--- src/rtl/ex_div_seq.sv ---
// Radix-2 restoring divide sequencer for the RV32 EX stage (DIV/DIVU/REM/REMU).
// Optional build macro DIV_EARLY_OUT_EN: finish immediately when |dividend| < |divisor|.
module ex_div_seq (
    input  logic        clk,
    input  logic        rst,
    input  logic        start_i,
    input  logic [1:0]  op_i,
    input  logic [31:0] dividend_i,
    input  logic [31:0] divisor_i,
    input  logic        cancel_i,
    output logic        stall_o,
    output logic        ready_o,
    output logic [31:0] result_o
);

    typedef enum logic [1:0] {
        IDLE = 2'd0,
        RUN  = 2'd1,
        DONE = 2'd2
    } state_t;

    state_t      state_r, state_s;
    logic [4:0]  cnt_r, cnt_s;
    logic [31:0] rem_r, rem_s;
    logic [31:0] quo_r, quo_s;
    logic [31:0] dvsr_r, dvsr_s;
    logic        is_rem_r, is_rem_s;
    logic        neg_q_r, neg_q_s;
    logic        neg_r_r, neg_r_s;
    logic        ready_r, ready_s;
    logic [31:0] result_r, result_s;

    logic        signed_op_s;
    logic        dvnd_neg_s;
    logic        dvsr_neg_s;
    logic [31:0] abs_dvnd_s;
    logic [31:0] abs_dvsr_s;
    logic        ovf_s;
    logic        early_s;
    logic [32:0] rem_sh_s;
    logic [32:0] trial_s;
    logic [31:0] rem_it_s;
    logic [31:0] quo_it_s;
    logic [31:0] quo_fix_s;
    logic [31:0] rem_fix_s;

    function automatic logic [31:0] neg32(input logic [31:0] v);
        return ~v + 32'd1;
    endfunction

    // Operand decode, one restoring iteration, and next-state / output selection.
    always_comb begin
        state_s  = state_r;
        cnt_s    = cnt_r;
        rem_s    = rem_r;
        quo_s    = quo_r;
        dvsr_s   = dvsr_r;
        is_rem_s = is_rem_r;
        neg_q_s  = neg_q_r;
        neg_r_s  = neg_r_r;
        ready_s  = ready_r;
        result_s = result_r;

        signed_op_s = ~op_i[0];
        dvnd_neg_s  = signed_op_s & dividend_i[31];
        dvsr_neg_s  = signed_op_s & divisor_i[31];
        abs_dvnd_s  = dvnd_neg_s ? neg32(dividend_i) : dividend_i;
        abs_dvsr_s  = dvsr_neg_s ? neg32(divisor_i) : divisor_i;
        ovf_s       = signed_op_s & (dividend_i == 32'h8000_0000) & (divisor_i == 32'hFFFF_FFFF);
`ifdef DIV_EARLY_OUT_EN
        early_s     = (abs_dvnd_s < abs_dvsr_s);
`else
        early_s     = 1'b0;
`endif

        // Partial remainder never exceeds the divisor, so 33 bits hold the shifted value.
        rem_sh_s = {rem_r, quo_r[31]};
        trial_s  = rem_sh_s - {1'b0, dvsr_r};
        if (!trial_s[32]) begin
            rem_it_s = trial_s[31:0];
            quo_it_s = {quo_r[30:0], 1'b1};
        end else begin
            rem_it_s = rem_sh_s[31:0];
            quo_it_s = {quo_r[30:0], 1'b0};
        end
        quo_fix_s = neg_q_r ? neg32(quo_it_s) : quo_it_s;
        rem_fix_s = neg_r_r ? neg32(rem_it_s) : rem_it_s;

        case (state_r)
            IDLE: begin
                if (start_i && !cancel_i) begin
                    is_rem_s = op_i[1];
                    neg_q_s  = dvnd_neg_s ^ dvsr_neg_s;
                    neg_r_s  = dvnd_neg_s;
                    rem_s    = 32'd0;
                    quo_s    = abs_dvnd_s;
                    dvsr_s   = abs_dvsr_s;
                    cnt_s    = 5'd0;
                    if (divisor_i == 32'd0) begin
                        state_s  = DONE;
                        ready_s  = 1'b1;
                        result_s = op_i[1] ? dividend_i : 32'hFFFF_FFFF;
                    end else if (ovf_s) begin
                        state_s  = DONE;
                        ready_s  = 1'b1;
                        result_s = op_i[1] ? 32'd0 : 32'h8000_0000;
                    end else if (early_s) begin
                        state_s  = DONE;
                        ready_s  = 1'b1;
                        result_s = op_i[1] ? dividend_i : 32'd0;
                    end else begin
                        state_s = RUN;
                    end
                end else begin
                    state_s = IDLE;
                end
            end
            RUN: begin
                if (cancel_i) begin
                    state_s = IDLE;
                    ready_s = 1'b0;
                end else begin
                    rem_s = rem_it_s;
                    quo_s = quo_it_s;
                    cnt_s = cnt_r + 5'd1;
                    if (cnt_r == 5'd31) begin
                        state_s  = DONE;
                        ready_s  = 1'b1;
                        result_s = is_rem_r ? rem_fix_s : quo_fix_s;
                    end else begin
                        state_s = RUN;
                    end
                end
            end
            DONE: begin
                // Waiting for start_i to drop prevents a restart from the same request.
                if (cancel_i || !start_i) begin
                    state_s = IDLE;
                    ready_s = 1'b0;
                end else begin
                    state_s = DONE;
                end
            end
            default: begin
                state_s = IDLE;
                ready_s = 1'b0;
            end
        endcase
    end

    // State and datapath registers with synchronous active-low reset.
    always_ff @(posedge clk) begin
        if (!rst) begin
            state_r  <= IDLE;
            cnt_r    <= 5'd0;
            rem_r    <= 32'd0;
            quo_r    <= 32'd0;
            dvsr_r   <= 32'd0;
            is_rem_r <= 1'b0;
            neg_q_r  <= 1'b0;
            neg_r_r  <= 1'b0;
            ready_r  <= 1'b0;
            result_r <= 32'd0;
        end else begin
            state_r  <= state_s;
            cnt_r    <= cnt_s;
            rem_r    <= rem_s;
            quo_r    <= quo_s;
            dvsr_r   <= dvsr_s;
            is_rem_r <= is_rem_s;
            neg_q_r  <= neg_q_s;
            neg_r_r  <= neg_r_s;
            ready_r  <= ready_s;
            result_r <= result_s;
        end
    end

    assign stall_o  = ((state_r == IDLE) & start_i & ~cancel_i) | (state_r == RUN);
    assign ready_o  = ready_r;
    assign result_o = result_r;

endmodule
--- config.mk ---
export PLATFORM = sky130hd
export DESIGN_NAME = ex_div_seq
export DESIGN_NICKNAME = d
export VERILOG_FILES = /design/src/rtl/ex_div_seq.sv
export SDC_FILE = /design/constraint.sdc
export NUM_CORES = 1
export LEC_CHECK = 0
export CAP_MARGIN = 25
export CORE_UTILIZATION = 48
export CTS_CLUSTER_SIZE = 28
export DETAILED_ROUTE_END_ITERATION = 6
export PLACE_DENSITY = 0.68
export SETUP_SLACK_MARGIN = 0.05
export SYNTH_ARGS = -nofsm -noshare
export SYNTH_HDL_FRONTEND = slang
export SYNTH_SLANG_ARGS = --single-unit
--- constraint.sdc ---
create_clock -name clk -period 6.29 [get_ports clk]
set_clock_uncertainty 0.2 [all_clocks]
set_input_delay 1.258 -clock clk [delete_from_list [all_inputs] [get_ports clk]]
set_output_delay 1.258 -clock clk [all_outputs]
set_load 0.1 [all_outputs]
; After elaboration in Yosys (flattened, before gate mapping)
; Cells that the tools add are included.
[totals]
ff_bits = 139
elab_cells = 90
[op_classes]
add_sub_neg = 6
bitwise = 14
n_reduce_logical = 11
eq_ne = 11
n_mux = 38
[ops]
columns = cell, count
row1 = 32-bit two-way mux, 17
row2 = 32-bit case mux with 2 select lines, 3
row3 = "32-bit by 1-bit adder with 32-bit output, second input constant", 4
row4 = 32-bit inverter, 4
row5 = "32-bit == test, second input constant", 2
row6 = 33-bit by 32-bit subtractor with 33-bit output, 1
row7 = 32-bit logical NOT, 1
row8 = 2-bit two-way mux, 6
row9 = 5-bit two-way mux, 2
row10 = 5-bit case mux with 2 select lines, 1
row11 = "2-bit != test, second input constant", 4
row12 = 1-bit two-way mux, 7
row13 = 1-bit AND, 6
row14 = "3-bit != test, second input constant", 2
row15 = 2-bit case mux with 3 select lines, 1
row16 = "5-bit by 1-bit adder with 5-bit output, second input constant", 1
row17 = "5-bit == test, second input constant", 1
row18 = 5-bit AND reduction, 1
row19 = 4-bit AND reduction, 1
row20 = 1-bit case mux with 3 select lines, 1
row21 = 3-bit AND reduction, 1
row22 = "2-bit by 1-bit == test with 1-bit output, second input constant", 1
row23 = "2-bit == test, second input constant", 1
row24 = 1-bit logical NOT, 2
row25 = 8 further kinds, 9

; Depth between registers and ports, before layout
; Gate-level depths: netlist of run 1.
[logic_depth]
ltp_word = 9
depth_mapped = 23
depth_no_buf = 21

; Worst setup path before layout of run 1
; OpenSTA, ideal clock, no wires.
[synth_path]
path_type = reg-to-reg
start = register quo_r[31]
end = register result_r[28], in the netlist result_o[28]
stages_incl_launch_ff = 24
t_required_ps = 6003
setup_time_ps = 87
arrival_time_ps = 4710
path_slack_ps = 1293
synth_period_minus_slack_ps = 4997
path_cell_list = dfxtp_1 > inv_1 > ha_1 > inv_1 > fa_1 > a211oi_1 > o211ai_1 > a31oi_2 > a211oi_4 > nor3_2 > nor2_4 > inv_2 > buf_4 > buf_2 > ha_1 > nand3_1 > or2_2 > or3_1 > o31ai_1 > xnor2_1 > nor2_1 > a211oi_1 > o21ai_0 > o31ai_1
[synth_via]
elab_chain_len = 9
[synth_lines]
columns = item, line_no
row1 = from (decl), 25  ; logic [31:0] quo_r, quo_s;
row2 = from (signal assigned), 168  ; quo_r <= quo_s;
row3 = 33-bit by 32-bit subtractor with 33-bit output, 78  ; trial_s = rem_sh_s - {1'b0, dvsr_r};
row4 = 1-bit two-way mux or 32-bit two-way mux (tied branches), 79  ; if (!trial_s[32]) begin
row5 = 32-bit inverter, 48  ; return ~v + 32'd1;
row6 = 32-bit by 1-bit adder with 32-bit output, 48
row7 = "32-bit two-way mux, on equally long branches", "86, 87"
row8 = 32-bit two-way mux (*), 129  ; result_s = is_rem_r ? rem_fix_s : quo_fix_s;
row9 = 32-bit two-way mux (*), 126  ; if (cnt_r == 5'd31) begin
row10 = 32-bit two-way mux (*), 119  ; if (cancel_i) begin
row11 = 32-bit case mux with 2 select lines (*), 89  ; case (state_r)
row12 = to (signal assigned), 174  ; result_r <= result_s;
row13 = to (decl), 31  ; logic [31:0] result_r, result_s;
; Every way passes the cells marked *; elsewhere a longest branch is shown, timed or not. The select of a mux whose other input is x is not followed.
; A chain may end at the register's enable or synchronous reset.

; Final worst setup path of run 1
[layout_path]
start = register quo_r[31]
end = register result_r[30], in the netlist result_o[30]
; The elaborated chain is that of the path after synthesis.

==> out/metrics.yaml, run 1 <==
global_route:
  antenna_found_initial: 0
  grt_pass1_wl_um: 63400
  grt_usage_pct: 32.9
  grt-ovfl-total: 0
  grt_pass1_vias: 11400
  grt_max_degree: 80
synthesis:
  synth_cell_type_count: 87
  ys_seq_elements: 139
  synthArstFlopShare_pct: 0
  synth_edf_count: 0
  ys_warn_count: 0
  syn_nets: 1743
  seq_area_frac_synth_pct: 23.9
  syn_area_per_cell_um2: 7.12
  netlist_area_um2: 11600
  synthCells: 1633
  synth.area.top_cells: "dfxtp_1 24%, nor2_1 8.2%, a21oi_1 6.3%"
  yosysTopAreaCell: "dfxtp_1"
  synth_top_area_share_pct: 23.9
  synth_ff_type: "dfxtp_1"
worst_hold_path:
  hp-class: "reg2reg"
cells_and_area:
  fillCellCount: 2300
  final_common_cell: "nor2_1"
  antenna_cells_inserted: 0
  drive_above_1_share_pct: 5.04
  final_area_um2: 13400
  nets: 1785
  layout_common_cells: "252 x nor2_1, 146 x a21oi_1, 139 x dfxtp_1, 131 x nand2_1, 129 x o21ai_0"
  areaGrowthSynthToFinish_pct: 15.4
pwr:
  combPwrFrac_pct: 26.9
  p_sw_w: 0.000938
  power.internal_w: 0.00176
  p_seq_share_pct: 35.4
  leakagePower_nw: 4.92
  p_sw_share_pct: 34.8
  cellPowerDensity_nw_per_um2: 201
  p_clk_share_pct: 37.7
  max-vdd-ir-drop_uv: 158
  total_power_w: 0.00269
place:
  dp_slack_ns: 0.747
  dpl_cell_area_um2: 12900
  place_congestion: 0.935
  dp.final_hpwl_um: 30500
  io_buffers: 103
detailed_routing:
  drt_iter0_drc: 1200
  totalWireLength_um: 40400
  drt-met1-wl_um: 18300
  route.detailed.drc: 0
  routed_via_density: 6.26
  antenna_left: 0
  met3WireLength_um: 3320
  first_pass_iters: 6
  routed-wl-met2_um: 17800
  dr_total_vias: 12600
  wl_per_cell_um: 20.1
  highest_layer: "met4"
timing:
  period_minus_slack_ns: 5.63
  fin_tns_setup_ns: 0
  hold_viol: 0
  tightestPinTransition_ns: 1.02
  fin_ws_ns: 0.657
  drv_slew: 0
  rsz0062_at_grt: "false"
  period_share_pct: 89.6
  fmax_mhz: 178
  holdWs_ns: 0.263
  setup_viol: 0
  slew_headroom_pct: 31.6
critical_path:
  reg2reg_from: "quo_r[31]"
  worstPathArrival_ns: 5.79
  slowest_delay_ns: 0.52
  critPathCapture: "result_o[30]"
  path_max_fanout: 47
  crit_chain: "inv_1 > ha_1 > inv_1 > fa_1 > a211oi_1 > o211ai_1 > a31oi_2 > a211oi_4 > o21a_4 > nor2_4 > buf_4 > mux2i_1 > ha_1 > and3_1 > nand4_2 > a221oi_2 > and3b_1 > mux2_1 > a31oi_1"
  cp-startpoint: "quo_r[31]"
  crit_type: "reg2reg"
  end_kind: "register"
  worstPathRequired_ns: 6.45
  ff2ff_setup_slack_ns: 0.66
  slowest_stage: "buf_4"
  cp-start-kind: "register"
  r2r_cells: 19
  rr_endpoint: "result_o[30]"
clock_network:
  post_cts_buffers: 0
  cts.sinks: 139
  hold_buffers: 0
  cts_root_buf: "clkbuf_16"
  htree_levels: 4
  cts_buffers: 17
  clk_path_buf_depth: 2
  path_clk_slew_ns: 0.06
  ctsResizeCount: 0
  clkLatencyLatePin_ns: 0.44
  cts_tree: "yes"
run_status:
  run_status: "finished clean"
die:
  die_w_um: 158
  start_util_pct: 49.3
  core_area_um2: 23600
  num_rows: 56
  die_area_um2: 24900
  die_h_um: 158
  boundaryPins: 104
job:
  cap_violations: 0
==> power groups by stage <==
stage	registers (W)	logic [W]	clock network, W
2_1_floorplan	0.000991	0.000457	0
3_3_place_gp	0.000971	0.000699	0
3_5_place_dp	0.000972	0.000706	0
4_1_cts	0.000953	0.000710	0.00102
5_1_grt	0.000958	0.000784	0.00106
6_report	0.000954	0.000724	0.00102
==> worst min-delay path by stage <==
| stage | start | endpoint | depth (start not counted) | slack (ns) |
|---|---|---|---|---|
| CTS | cnt_r[4] | cnt_r[4] | 2 | 0.26 |
| detailed placement | cnt_r[4] | cnt_r[4] | 2 | 0.26 |
| finish | dvsr_r[0] | dvsr_r[0] | 2 | 0.26 |
| global route | cnt_r[4] | cnt_r[4] | 2 | 0.28 |
| global placement | cnt_r[4] | cnt_r[4] | 2 | 0.24 |
| floorplan | dvsr_r[31] | dvsr_r[31] | 2 | 0.23 |
==> worst max-delay path, delay by kind of cell, from the launching register on <==
kind            cells  cell delay (ns)
compound gates      7             1.98
fa+ha+maj           3             0.91
simple gates        4             0.76
mux                 2             0.69
buf+inv             3             0.67
flops               1             0.34
==> cells in the mapped netlist, types with 15 or more instances <==
cell,n
a311oi_1,15
clkbuf_1,82
or3_1,27
nor4_1,20
nor2_1,253
o31ai_1,21
ha_1,39
a31oi_1,18
o211ai_1,25
dfxtp_1,139
nand3_1,30
mux2i_1,26
nand4_1,29
a211oi_1,66
inv_1,53
o21ai_0,130
nand2_1,131
xor2_1,64
a21oi_1,146
nor3_1,27
xnor2_1,61
==> logic make-up after synthesis <==
kind of cell	synth area share [%]
and+or+nand+nor	24.2
AOI/OAI and AO/OA	30.2
buffers and inverters	5.31
DFF	23.9
xor gates and xnor gates	9.41
adders and majority gates	4.37
muxes	2.66
==> layout make-up <==
| type | count | area, um^2 | share of cell area [%] |
|---|---|---|---|
| timing repair buffer | 125 | 1220 | 9.06 |
| clock buffer | 17 | 425 | 3.17 |
| multi-input combinational | 1337 | 8250 | 61.5 |
| tap | 319 | 399 | 2.97 |
| clock inverter | 14 | 145 | 1.08 |
| sequential | 139 | 2780 | 20.7 |
| inverter | 55 | 208 | 1.55 |
==> sequential cells by signal (all words and copies together), names as in the netlist <==
signal and cells:
state_r 2, cnt_r 5, dvsr_r 32, ready_o 1, rem_r 32, quo_r 32, is_rem_r 1, neg_q_r 1
neg_r_r 1, result_o 32
==> layer usage <==
layer | vias to the layer above | track usage (%)
met5 | - | 0
met4 | 0 | 10.8
met3 | 81 | 5.80
met2 | 556 | 50.0
met1 | 5849 | 46.4
li1 | 6072 | -
==> stage by stage <==
| stage | instances | utilization, % |
|---|---|---|
| 6_report | 2006 | 56.9 |
| 5_1_grt | 2006 | 56.9 |
| 4_1_cts | 2006 | 56.9 |
| 3_5_place_dp | 1975 | 54.5 |
| 3_3_place_gp | 1973 | 54.3 |
| 2_1_floorplan | 1633 | - |
Note: power is estimated with default switching activity, not from simulation.
==> run 2: changes to the inputs <==
--- a/config.mk
+++ b/config.mk
@@ -6,10 +6,12 @@
 export NUM_CORES = 1
 export LEC_CHECK = 0
 export CAP_MARGIN = 25
-export CORE_UTILIZATION = 48
+export CELL_PAD_IN_SITES_DETAIL_PLACEMENT = 0
+export CELL_PAD_IN_SITES_GLOBAL_PLACEMENT = 1
+export CORE_UTILIZATION = 43
 export CTS_CLUSTER_SIZE = 28
 export DETAILED_ROUTE_END_ITERATION = 6
-export PLACE_DENSITY = 0.68
+export PLACE_DENSITY_LB_ADDON = 0.1
 export SETUP_SLACK_MARGIN = 0.05
 export SYNTH_ARGS = -nofsm -noshare
 export SYNTH_HDL_FRONTEND = slang
==> out/metrics.yaml, run 2 (synthesized netlist as in run 1, its figures left out) <==
run_status:
  run_status: "finished, violations left"
  violations: "design-rule violations"
clock_network:
  cts_buffers: 17
  cts_tree: "yes"
  post_cts_buffers: 0
  hold_buffers: 0
  clk_path_buf_depth: 2
  ctsResizeCount: 0
  cts_root_buf: "clkbuf_16"
  path_clk_slew_ns: 0.07
  clkLatencyLatePin_ns: 0.44
  cts.sinks: 139
  htree_levels: 4
timing:
  setup_viol: 0
  slew_headroom_pct: 32.4
  period_minus_slack_ns: 5.31
  holdWs_ns: 0.263
  hold_viol: 0
  rsz0062_at_grt: "false"
  fin_tns_setup_ns: 0
  fin_ws_ns: 0.977
  tightestPinTransition_ns: 1.01
  drv_slew: 0
  fmax_mhz: 188
  period_share_pct: 84.5
detailed_routing:
  drt_iter0_drc: 1090
  antenna_left: 0
  dr_total_vias: 12400
  first_pass_iters: 7
  wl_per_cell_um: 20.8
  routed_via_density: 6.14
  route.detailed.drc: 4
  totalWireLength_um: 42000
pwr:
  max-vdd-ir-drop_uv: 170
  total_power_w: 0.00273
  cellPowerDensity_nw_per_um2: 203
  leakagePower_nw: 4.90
critical_path:
  crit_type: "reg2reg"
  crit_chain: "inv_1 > ha_1 > inv_1 > fa_1 > a211oi_1 > o211ai_1 > a31oi_2 > a211oi_4 > o21a_4 > nor2_4 > mux2i_1 > ha_1 > and3_1 > nand4_2 > a221oi_2 > and3b_1 > mux2_1 > a31oi_1"
  end_kind: "register"
  worstPathRequired_ns: 6.46
  path_delay_family: "compound AO/OA/AOI/OAI gates"
  slowest_delay_ns: 0.53
  cp-start-kind: "register"
  worstPathArrival_ns: 5.48
  crit_buf_inv: 2
  path_max_fanout: 16
  slowest_stage: "a221oi_2"
place:
  io_buffers: 103
  dp_slack_ns: 0.862
  dp.final_hpwl_um: 31800
  place_congestion: 0.893
die:
  die_w_um: 166
  die_area_um2: 27700
  die_h_um: 166
  start_util_pct: 44.3
  core_area_um2: 26300
  num_rows: 59
  boundaryPins: 104
cells_and_area:
  fin_util_pct: 51.2
  final_common_cell: "nor2_1"
  layout_common_cells: "252 x nor2_1, 146 x a21oi_1, 139 x dfxtp_1, 131 x nand2_1, 129 x o21ai_0"
  areaGrowthSynthToFinish_pct: 15.6
  drive_above_1_share_pct: 5.04
  antenna_cells_inserted: 0
  fillCellCount: 2603
  nets: 1785
global_route:
  grt_pass1_vias: 11300
  grt_max_degree: 77
  grt_pass1_wl_um: 65500
  grt_usage_pct: 30.0
  grt-ovfl-total: 0
  antenna_found_initial: 0
worst_hold_path:
  hp-class: "reg2reg"
job:
  cap_violations: 0
run 2: cell types whose count changed in the layout (fill, tap and decap cells not counted), sizes merged:
cell      previous run  this run
clkinv              10         6
clkbuf              17        18
clkinvlp             0         2
inv                 57        59
run 2: final cells by class:
| class | count | area [um^2] | area share, % |
|---|---|---|---|
| Clock buffer | 18 | 429 | 3.19 |
| Clock inverter | 14 | 160 | 1.19 |
| Inverter | 55 | 208 | 1.54 |
| Multi-Input combinational cell | 1337 | 8250 | 61.4 |
| Sequential cell | 139 | 2780 | 20.7 |
| Tap cell | 335 | 419 | 3.12 |
| Timing Repair Buffer | 125 | 1200 | 8.90 |
run 2: per-layer routing:
metal / share of wire [%] / wire [um] / vias up / track usage [%]
li1: - / - / 6082 / -
met1: 48 / 20000 / 5839 / 43.5
met2: 44 / 18400 / 449 / 46.3
met3: 6.9 / 2900 / 56 / 4.23
met4: 1.7 / 724 / 0 / 7.17
met5: 0 / 0 / - / 0
run 2: through the flow:
stage	area [um^2]	std cells
floorplan	11600	1633
global route	13400	2023
global placement	12900	1991
CTS	13400	2023
finish	13400	2023
detailed placement	12900	1991
run 2: power breakdown:
part           internal (W)  total [W]  switching [W]
clock network      0.000594    0.00106       0.000461
registers          0.000916   0.000954      0.0000383
logic              0.000254   0.000724       0.000470
total               0.00176    0.00273       0.000969
run 2: worst register-to-register path: stages, from the launching register on:
cell	delay [ns]
dfxtp_1	0.34
inv_1	0.10
ha_1	0.17
inv_1	0.05
fa_1	0.39
a211oi_1	0.37
o211ai_1	0.23
a31oi_2	0.33
a211oi_4	0.14
o21a_4	0.31
nor2_4	0.33
mux2i_1	0.33
ha_1	0.33
and3_1	0.21
nand4_2	0.16
a221oi_2	0.53
and3b_1	0.27
mux2_1	0.32
a31oi_1	0.12
run 2: final timing paths:
check	slack (ns)	depth (start not counted)	to	from
worst max-delay path	0.98	18	result_o[30]	quo_r[31]
worst min-delay path	0.26	2	cnt_r[4]	cnt_r[4]
worst max register to register	0.98	18	result_o[30]	quo_r[31]
worst min register to register	0.26	2	cnt_r[4]	cnt_r[4]
